<file path="src/rtl/regfile_dump.sv">
// regfile_dump: debug read-out engine on a dedicated register-file read port.
// On an accepted start it walks the register range first..last, wrapping past
// Depth-1 to 0 if needed. It presents each word on a valid/ready stream
// together with its index and a last flag.
//
// Ports:
//   CLK      rising-edge clock
//   reset    asynchronous, active-low reset
//   start    one-cycle dump request (honoured in IDLE only)
//   abort    synchronous cancel of a dump in progress
//   first    first register index of the range (sampled with start)
//   last     final register index of the range (sampled with start)
//   rf_addr  register-file read address (valid in LOAD, 0 otherwise)
//   rf_data  combinational register-file read data for rf_addr
//   m_valid  output word valid
//   m_ready  downstream accepts word
//   m_data   register contents
//   m_index  register index of m_data
//   m_last   final word of the dump
//   busy     high from the cycle after an accepted start until back in IDLE
//   done     one-cycle pulse after the final word is accepted
//   err      one-cycle pulse when start is rejected for an out-of-range index
module regfile_dump #(
  parameter int Depth = 32,
  parameter int Width = 32
) (
  input  logic             CLK,
  input  logic             reset,
  input  logic             start,
  input  logic             abort,
  input  logic [4:0]       first,
  input  logic [4:0]       last,
  output logic [4:0]       rf_addr,
  input  logic [Width-1:0] rf_data,
  output logic             m_valid,
  input  logic             m_ready,
  output logic [Width-1:0] m_data,
  output logic [4:0]       m_index,
  output logic             m_last,
  output logic             busy,
  output logic             done,
  output logic             err
);

  typedef enum logic [1:0] {
    S_IDLE = 2'd0,
    S_LOAD = 2'd1,
    S_SEND = 2'd2,
    S_DONE = 2'd3
  } state_t;

  // Depth compared in 6 bits so that Depth=32 needs no special case.
  localparam logic [5:0] DEPTH_CNT = 6'(Depth);
  localparam logic [4:0] TOP_IDX   = 5'(Depth - 1);

  state_t     state_q;
  state_t     state_d;
  logic [4:0] ptr;
  logic [4:0] end_idx;

  logic in_range;
  logic accept;
  logic reject;
  logic handshake;

  assign in_range  = ({1'b0, first} < DEPTH_CNT) && ({1'b0, last} < DEPTH_CNT);
  // abort outranks start in IDLE: neither an accept nor an err results.
  assign accept    = (state_q == S_IDLE) && start && !abort && in_range;
  assign reject    = (state_q == S_IDLE) && start && !abort && !in_range;
  assign handshake = m_valid && m_ready;

  // State register
  always_ff @(posedge CLK or negedge reset) begin
    if (!reset) begin
      state_q <= S_IDLE;
    end else begin
      state_q <= state_d;
    end
  end

  // Next-state logic; abort wins over the handshake.
  always_comb begin
    state_d = state_q;
    unique case (state_q)
      S_IDLE: if (accept) state_d = S_LOAD;
      S_LOAD: state_d = abort ? S_IDLE : S_SEND;
      S_SEND: begin
        if (abort) begin
          state_d = S_IDLE;
        end else if (handshake) begin
          state_d = m_last ? S_DONE : S_LOAD;
        end
      end
      S_DONE: state_d = S_IDLE;
      default: state_d = S_IDLE;
    endcase
  end

  // Outputs decoded purely from registered state, so rf_addr never glitches
  // on input activity.
  always_comb begin
    rf_addr = (state_q == S_LOAD) ? ptr : 5'd0;
    busy    = (state_q != S_IDLE);
    done    = (state_q == S_DONE);
  end

  // Range pointers, output word register and the err pulse.
  always_ff @(posedge CLK or negedge reset) begin
    if (!reset) begin
      ptr     <= '0;
      end_idx <= '0;
      m_valid <= 1'b0;
      m_data  <= '0;
      m_index <= '0;
      m_last  <= 1'b0;
      err     <= 1'b0;
    end else begin
      err <= reject;
      unique case (state_q)
        S_IDLE: begin
          if (accept) begin
            ptr     <= first;
            end_idx <= last;
          end
        end
        S_LOAD: begin
          // rf_data is combinational on rf_addr=ptr, so capture it right here.
          if (!abort) begin
            m_data  <= rf_data;
            m_index <= ptr;
            m_last  <= (ptr == end_idx);
            m_valid <= 1'b1;
          end
        end
        S_SEND: begin
          if (abort) begin
            m_valid <= 1'b0;
          end else if (handshake) begin
            m_valid <= 1'b0;
            if (!m_last) begin
              ptr <= (ptr == TOP_IDX) ? 5'd0 : ptr + 5'd1;
            end
          end
        end
        default: ;
      endcase
    end
  end

endmodule

</file>
<file path="config.mk">
export PLATFORM = sky130hd
export DESIGN_NAME = regfile_dump
export DESIGN_NICKNAME = d
export VERILOG_FILES = /design/src/rtl/regfile_dump.sv
export SDC_FILE = /design/constraint.sdc
export NUM_CORES = 1
export LEC_CHECK = 0
export ABC_AREA = 1
export ABC_CLOCK_PERIOD_IN_PS = 2100
export BUFFER_PORTS_ARGS = -buffer_cell sky130_fd_sc_hd__buf_2
export CAP_MARGIN = 20
export CORE_MARGIN = 10
export CORE_UTILIZATION = 51
export CTS_CLUSTER_SIZE = 10
export DETAILED_ROUTE_END_ITERATION = 10
export PLACE_DENSITY = 0.89
export REMOVE_ABC_BUFFERS = 1
export SLEW_MARGIN = 20
export SYNTH_ARGS = -nofsm -noshare
export SYNTH_HDL_FRONTEND = slang
export SYNTH_SLANG_ARGS = --single-unit
export TNS_END_PERCENT = 5
</file>
<file path="constraint.sdc">
create_clock -name CLK -period 2.1 [get_ports CLK]
set_clock_uncertainty 0.1 [all_clocks]
set_input_delay 0.315 -clock CLK [delete_from_list [all_inputs] [get_ports CLK]]
set_output_delay 0.315 -clock CLK [all_outputs]
set_load 0.03 [all_outputs]
</file>
==> results.toml, run 1 <==
[timing]
finalCritPeriodShare = 0.834
worstMarginPinSlew_ns = 0.521
fmax_mhz = 571
drv_slew = 0
setup_viol = 0
relSlewSlack = 0.653
rsz0062_at_grt = "false"
finalCriticalPeriod_ns = 1.75
hold_violations = 0

[clock_tree]
clkLatencyLatePin_ns = 0.30
h-tree-depth = 2
cts_tree = "done"
clk_pin_slew_ns = 0.09
clock_path_buffers = 2
root_buffer = "clkbuf_8"
cts_resized = 0
numCtsBuffers = 5
clock_sinks = 51

[grt]
gr-usage-all-layers = 0.156
grt_pass1_wl_um = 9400
antenna_found_initial = 0
grt_pass1_vias = 2038
grt_max_degree = 33
overflow = 0

[worst_setup_path]
critical_path_class = "register to primary output"
path_max_fanout = 5
start_kind = "register"
end_kind = "primary output"
required_ns = 1.68
critPathArrivalTime_ns = 1.34

[place]
hpwl_um = 4560
numPortBuffers = 92
placedCellCount = 415
gp_congestion = 0.895

[cells_and_area]
n_antenna_cell = 0
nets = 422
post-route-util = 0.686
fillers = 370
drive_gt1_frac = 0.292
instances_no_fill = 423
syn2layout_area_growth_pct = 26.5

[routing]
route.vias.total = 2033
drc = 0
wl_per_cell_um = 13.6
drt_iter0_markers = 143
via_per_inst = 4.81
first_pass_iters = 5
routed_wl_um = 5760
ant_nets = 0

[floorplan]
dieHeight_um = 86.1
core_area_um2 = 4120
io_pins = 94
die_w_um = 86.1
placementRows = 23
initial_core_util = 0.542
dieArea_um2 = 7420

[power]
combPwrFrac = 0.509
swShare = 0.493
power-per-cell-area_nw_per_um2 = 1640
power.clock.fraction = 0.117
power_switching_mw = 2.27
p_leak_nw = 1.72
ir_worst_vdd_mv = 0.736
seqPwrFrac = 0.373
p_int_mw = 2.34

[yosys]
syn_area_um2 = 2230
yosysSeqAreaShare = 0.572
syn-instance-count = 277
syn_area_per_cell_um2 = 8.05
ys_ff_latch = 51
ys_warn_count = 0
ys_types = 20

[hold_path]
min_path_type = "primary input to register"

[run_status]
status = "finished clean"

[job]
drv_cap = 0
[layer usage]
layer	wire length [µm]	GRT usage
met5	0	0
met4	140	0.0763
met3	323	0.0482
met2	3020	0.270
met1	2280	0.169
[placed cells by master, fill, tap and decap left out]
master / instances
nand4_1: 1
nor3_1: 1
a21oi_1: 2
nand2_1: 154
nand4_2: 1
dlygate4sd3_1: 1
o21ai_0: 12
dfrtp_1: 51
or2_2: 1
nand3_1: 8
xor2_1: 1
nor2_2: 2
ha_1: 2
buf_4: 5
buf_2: 92
nand3_2: 1
inv_1: 16
clkinv_2: 1
clkbuf_8: 5
o21ai_1: 1
clkinv_4: 1
nor2_1: 13
conb_1: 1
[per-stage QoR]
stage | hold slack, ns | TNS (ns) | setup slack [ns] | instance area (µm²) | power (mW)
3_5_place_dp | 0.220 | 0 | 0.542 | 2730 | 4.12
6_report | 0.0954 | 0 | 0.350 | 2820 | 4.61
5_1_grt | 0.0876 | 0 | 0.294 | 2820 | 4.97
2_1_floorplan | -0.0806 | -10.93 | -0.342 | 2170 | 3.34
4_1_cts | 0.0896 | 0 | 0.362 | 2820 | 4.66
3_3_place_gp | 0.215 | 0 | 0.610 | 2730 | 4.04
[final timing paths]
| path | cells after the start | slack [ns] | end | start |
|---|---|---|---|---|
| setup / recovery | 4 | 0.35 | rf_addr[2] | state_q[1] |
| hold / removal | 2 | 0.1 | state_q[0] | abort |
| setup reg to reg | 9 | 0.49 | ptr[2] | ptr[0] |
| hold reg to reg | 2 | 0.38 | m_data[13] | m_data[13] |
| max in group asynchronous | 3 | 0.88 | m_data[17] | reset |
| min in group asynchronous | 2 | 0.41 | state_q[0] | reset |
[cells by family after synthesis]
family,count (synthesis),share of synthesized area
flops,51,0.572
other cells,1,0.00168
simple gates,182,0.323
compound gates,15,0.0337
xor+xnor,1,0.00393
buf+inv,25,0.0544
fa+ha+maj,2,0.0112
[worst max-delay path: stages (launching register included)]
cell,delay (ns)
dfrtp_1,0.42
inv_1,0.12
nand2_1,0.14
nor2_1,0.14
buf_2,0.22
[what timing repair did]
item,4_1_cts,5_1_grt
setup buffers,0,0
hold endpoints to repair,22,0
hold buffers,1,0
[state kept, by name, indices dropped and copies added, names as in the netlist]
name,count
state_q,2
ptr,5
m_data,32
m_valid,1
m_last,1
end_idx,5
m_index,5
[Yosys cell counts (all sizes together)]
library cell | count | area, µm²
o21ai | 13 | 65.1
buf | 9 | 61.3
xor2 | 1 | 8.76
conb | 1 | 3.75
inv | 16 | 60.1
nand4 | 2 | 18.8
ha | 2 | 25.0
dfrtp | 51 | 1280
nor2 | 15 | 61.3
or2 | 1 | 6.26
nand3 | 9 | 50.1
nand2 | 154 | 578
nor3 | 1 | 5.00
a21oi | 2 | 10.0
[cell type report]
| type | instances | area (µm²) | share of cell area |
|---|---|---|---|
| tap | 50 | 62.6 | 0.0222 |
| sequential | 51 | 1280 | 0.452 |
| multi-input combinational | 201 | 832 | 0.295 |
| clock buffer | 5 | 68.8 | 0.0244 |
| inverter | 16 | 60.1 | 0.0213 |
| timing repair buffer | 98 | 508 | 0.180 |
| clock inverter | 2 | 13.8 | 0.00488 |
[power by group through the flow]
stage	clock network (mW)	registers, mW	logic (mW)
after floorplan	0	2.38	0.959
after global placement	0	1.71	2.33
after detailed placement	0	1.73	2.39
after CTS	0.553	1.72	2.39
after global routing	0.586	1.78	2.60
final	0.541	1.72	2.35
(Power assumes the default switching activity.)
==> run 2, diff against run 1 <==
- ABC_AREA: 1 -> 0
- ABC_CLOCK_PERIOD_IN_PS: 2100 -> 1790
- CORE_UTILIZATION: 51 -> 47
- PLACE_DENSITY: 0.89 -> 0.84
- clock period: 2.1 -> 1.79 ns (I/O delays scaled with it)
==> results.toml, run 2 <==
[run_status]
status = "finished clean"

[worst_setup_path]
critical_path_class = "register to primary output"
setup.worst_path.start = "state_q[1]"
rr_startpoint = "ptr[1]"
start_kind = "register"
critPathArrivalTime_ns = 1.39
cp_slowest_cell = "dfrtp_1"
required_ns = 1.42
path_max_fanout = 5
slowest_delay_ns = 0.40
worstPathCellList = "buf_6 -> and2b_2 -> and2_1 -> buf_4"
end_kind = "primary output"

[cells_and_area]
post-route-util = 0.668
mostFrequentLayoutCells = "87 x buf_2, 51 x dfrtp_1, 42 x mux2_2"
nets = 311
syn2layout_area_growth_pct = 34.9
drive_gt1_frac = 0.624
top_register = "m_data"
n_antenna_cell = 0
instances_no_fill = 315
layout_commonest_cell = "buf_2"
largest_register_ffs = 32
design_area_um2 = 2970

[grt]
overflow = 0
grt_max_degree = 52
antenna_found_initial = 0
gr-usage-all-layers = 0.143
grt_pass1_vias = 1855
grt_pass1_wl_um = 8890

[routing]
dr_wl_met2_um = 2510
wl_met3_um = 747
ant_nets = 0
drt_iter0_markers = 45
wl_met1_um = 2150
wl_per_cell_um = 17.3
via_per_inst = 5.14
routed_wl_um = 5460
first_pass_iters = 4
route.vias.total = 1619
drc = 0
routed.top_layer = "met4"

[timing]
setup_viol = 0
drv_slew = 0
fmax_mhz = 568
finalCritPeriodShare = 0.984
fin_ws_ns = 0.0291
hold_violations = 0
tns_ns = 0
finalCriticalPeriod_ns = 1.76

[yosys]
netlist_top_cells_count = "51 x dfrtp_1, 42 x mux2_2, 6 x a21oi_1, 6 x and2_1, 5 x nor2_1"
yosysTopAreaCell = "dfrtp_1"
ys_warn_count = 0
yosysSeqAreaShare = 0.580
synth_flop_cell = "dfrtp_1"
synth_edf_count = 0
syn_area_per_cell_um2 = 13.9
ys_ff_latch = 51
syn-instance-count = 158
yosysMostFrequentCell = "dfrtp_1"
ys_types = 32
ys_top_cells_by_area = "dfrtp_1 58%, mux2_2 22%, and2_1 1.7%"
syn_area_um2 = 2200
yosysTopAreaCellShare = 0.580
synthArstFlopShare = 1.00

[power]
power_switching_mw = 1.75
p_leak_nw = 1.44
seqPwrFrac = 0.392
ir_worst_vdd_mv = 0.825
p_int_mw = 2.71
swShare = 0.392
power.clock.fraction = 0.183
power-per-cell-area_nw_per_um2 = 1500
combPwrFrac = 0.425

[clock_tree]
numCtsBuffers = 5
clkLatencyLatePin_ns = 0.29
clock_sinks = 51
clk_pin_slew_ns = 0.09
cts_tree = "done"
root_buffer = "clkbuf_8"
clock_path_buffers = 2
h-tree-depth = 2

[floorplan]
initial_core_util = 0.495
core_area_um2 = 4440
dieArea_um2 = 7820
io_pins = 94
placementRows = 24
dieHeight_um = 88.4
die_w_um = 88.4

[place]
placed_cell_area_um2 = 2780
numPortBuffers = 92
pre_cts_ws_ns = -0.00792
hpwl_um = 4280
gp_congestion = 0.889
placedCellCount = 304

[job]
drv_cap = 0

[hold_path]
hp-start = "rf_data[11]"
min_path_type = "primary input to register"
[run 2: cell count changes after synthesis, sizes merged, moves of 6 or more]
| cell | previous run | this run |
|---|---|---|
| and2 | 0 | 6 |
| inv | 16 | 1 |
| mux2 | 0 | 42 |
| nand2 | 154 | 2 |
| nand3 | 9 | 2 |
| nor2 | 15 | 6 |
| o21ai | 13 | 6 |
[run 2: final cells by class]
class,count,area (µm²)
fillers,338,1480
flip-flops and latches,51,1280
multi-input cells,98,887
repair buffers,105,617
clock buffers,6,82.6
well taps,52,65.1
clock inverters,2,35.0
inverters,1,3.75
[run 2: worst paths after layout]
path	end	slack (ns)	depth (start not counted)
worst max-delay path	rf_addr[3]	0.03	4
worst min-delay path	m_data[11]	0.1	2
worst max register to register	ptr[3]	0.07	6
worst min register to register	m_data[29]	0.41	1
max in group asynchronous	m_data[25]	0.98	3
min in group asynchronous	ptr[3]	0.39	3
[run 2: through the flow]
stage / power (mW) / hold slack [ns]
after global placement: 3.58 / 0.179
after CTS: 4.49 / 0.0913
after detailed placement: 3.65 / 0.180
after global routing: 4.72 / 0.0903
after floorplan: 2.97 / -0.127
final: 4.46 / 0.0991
[run 2: repair_timing]
item,4_1_cts,5_1_grt
pin swaps,1,3
gates resized for setup,8,7
setup buffers,0,2
endpoints found under the setup margin,6,7
hold buffers,1,0
hold endpoints to repair,51,0
[run 2: logic make-up after synthesis]
kind of cell / Yosys count / share of synthesized area
xor+xnor: 5 / 0.0199
buf+inv: 9 / 0.0262
other cells: 1 / 0.00170
simple gates: 28 / 0.0774
mux: 44 / 0.224
fa+ha+maj: 2 / 0.0114
flops: 51 / 0.580
compound gates: 18 / 0.0592
[run 2: worst max-delay path, delay by kind of cell (launching register included)]
family,cells,cell delay (ns)
and+or+nand+nor,2,0.40
DFF,1,0.40
buffers and inverters,2,0.30
[run 2: power by group through the flow]
| stage | clock network [mW] | logic, mW | registers [mW] |
|---|---|---|---|
| floorplan | 0 | 0.545 | 2.43 |
| global placement | 0 | 1.84 | 1.74 |
| detailed placement | 0 | 1.88 | 1.77 |
| CTS | 0.838 | 1.90 | 1.75 |
| global route | 0.880 | 2.03 | 1.80 |
| finish | 0.816 | 1.89 | 1.75 |
[run 2: metal layers]
layer  vias up  global-route usage
met3         5              0.0836
met5         -                   0
met1       779               0.155
met4         0              0.0396
li1        759                   -
met2        76               0.234
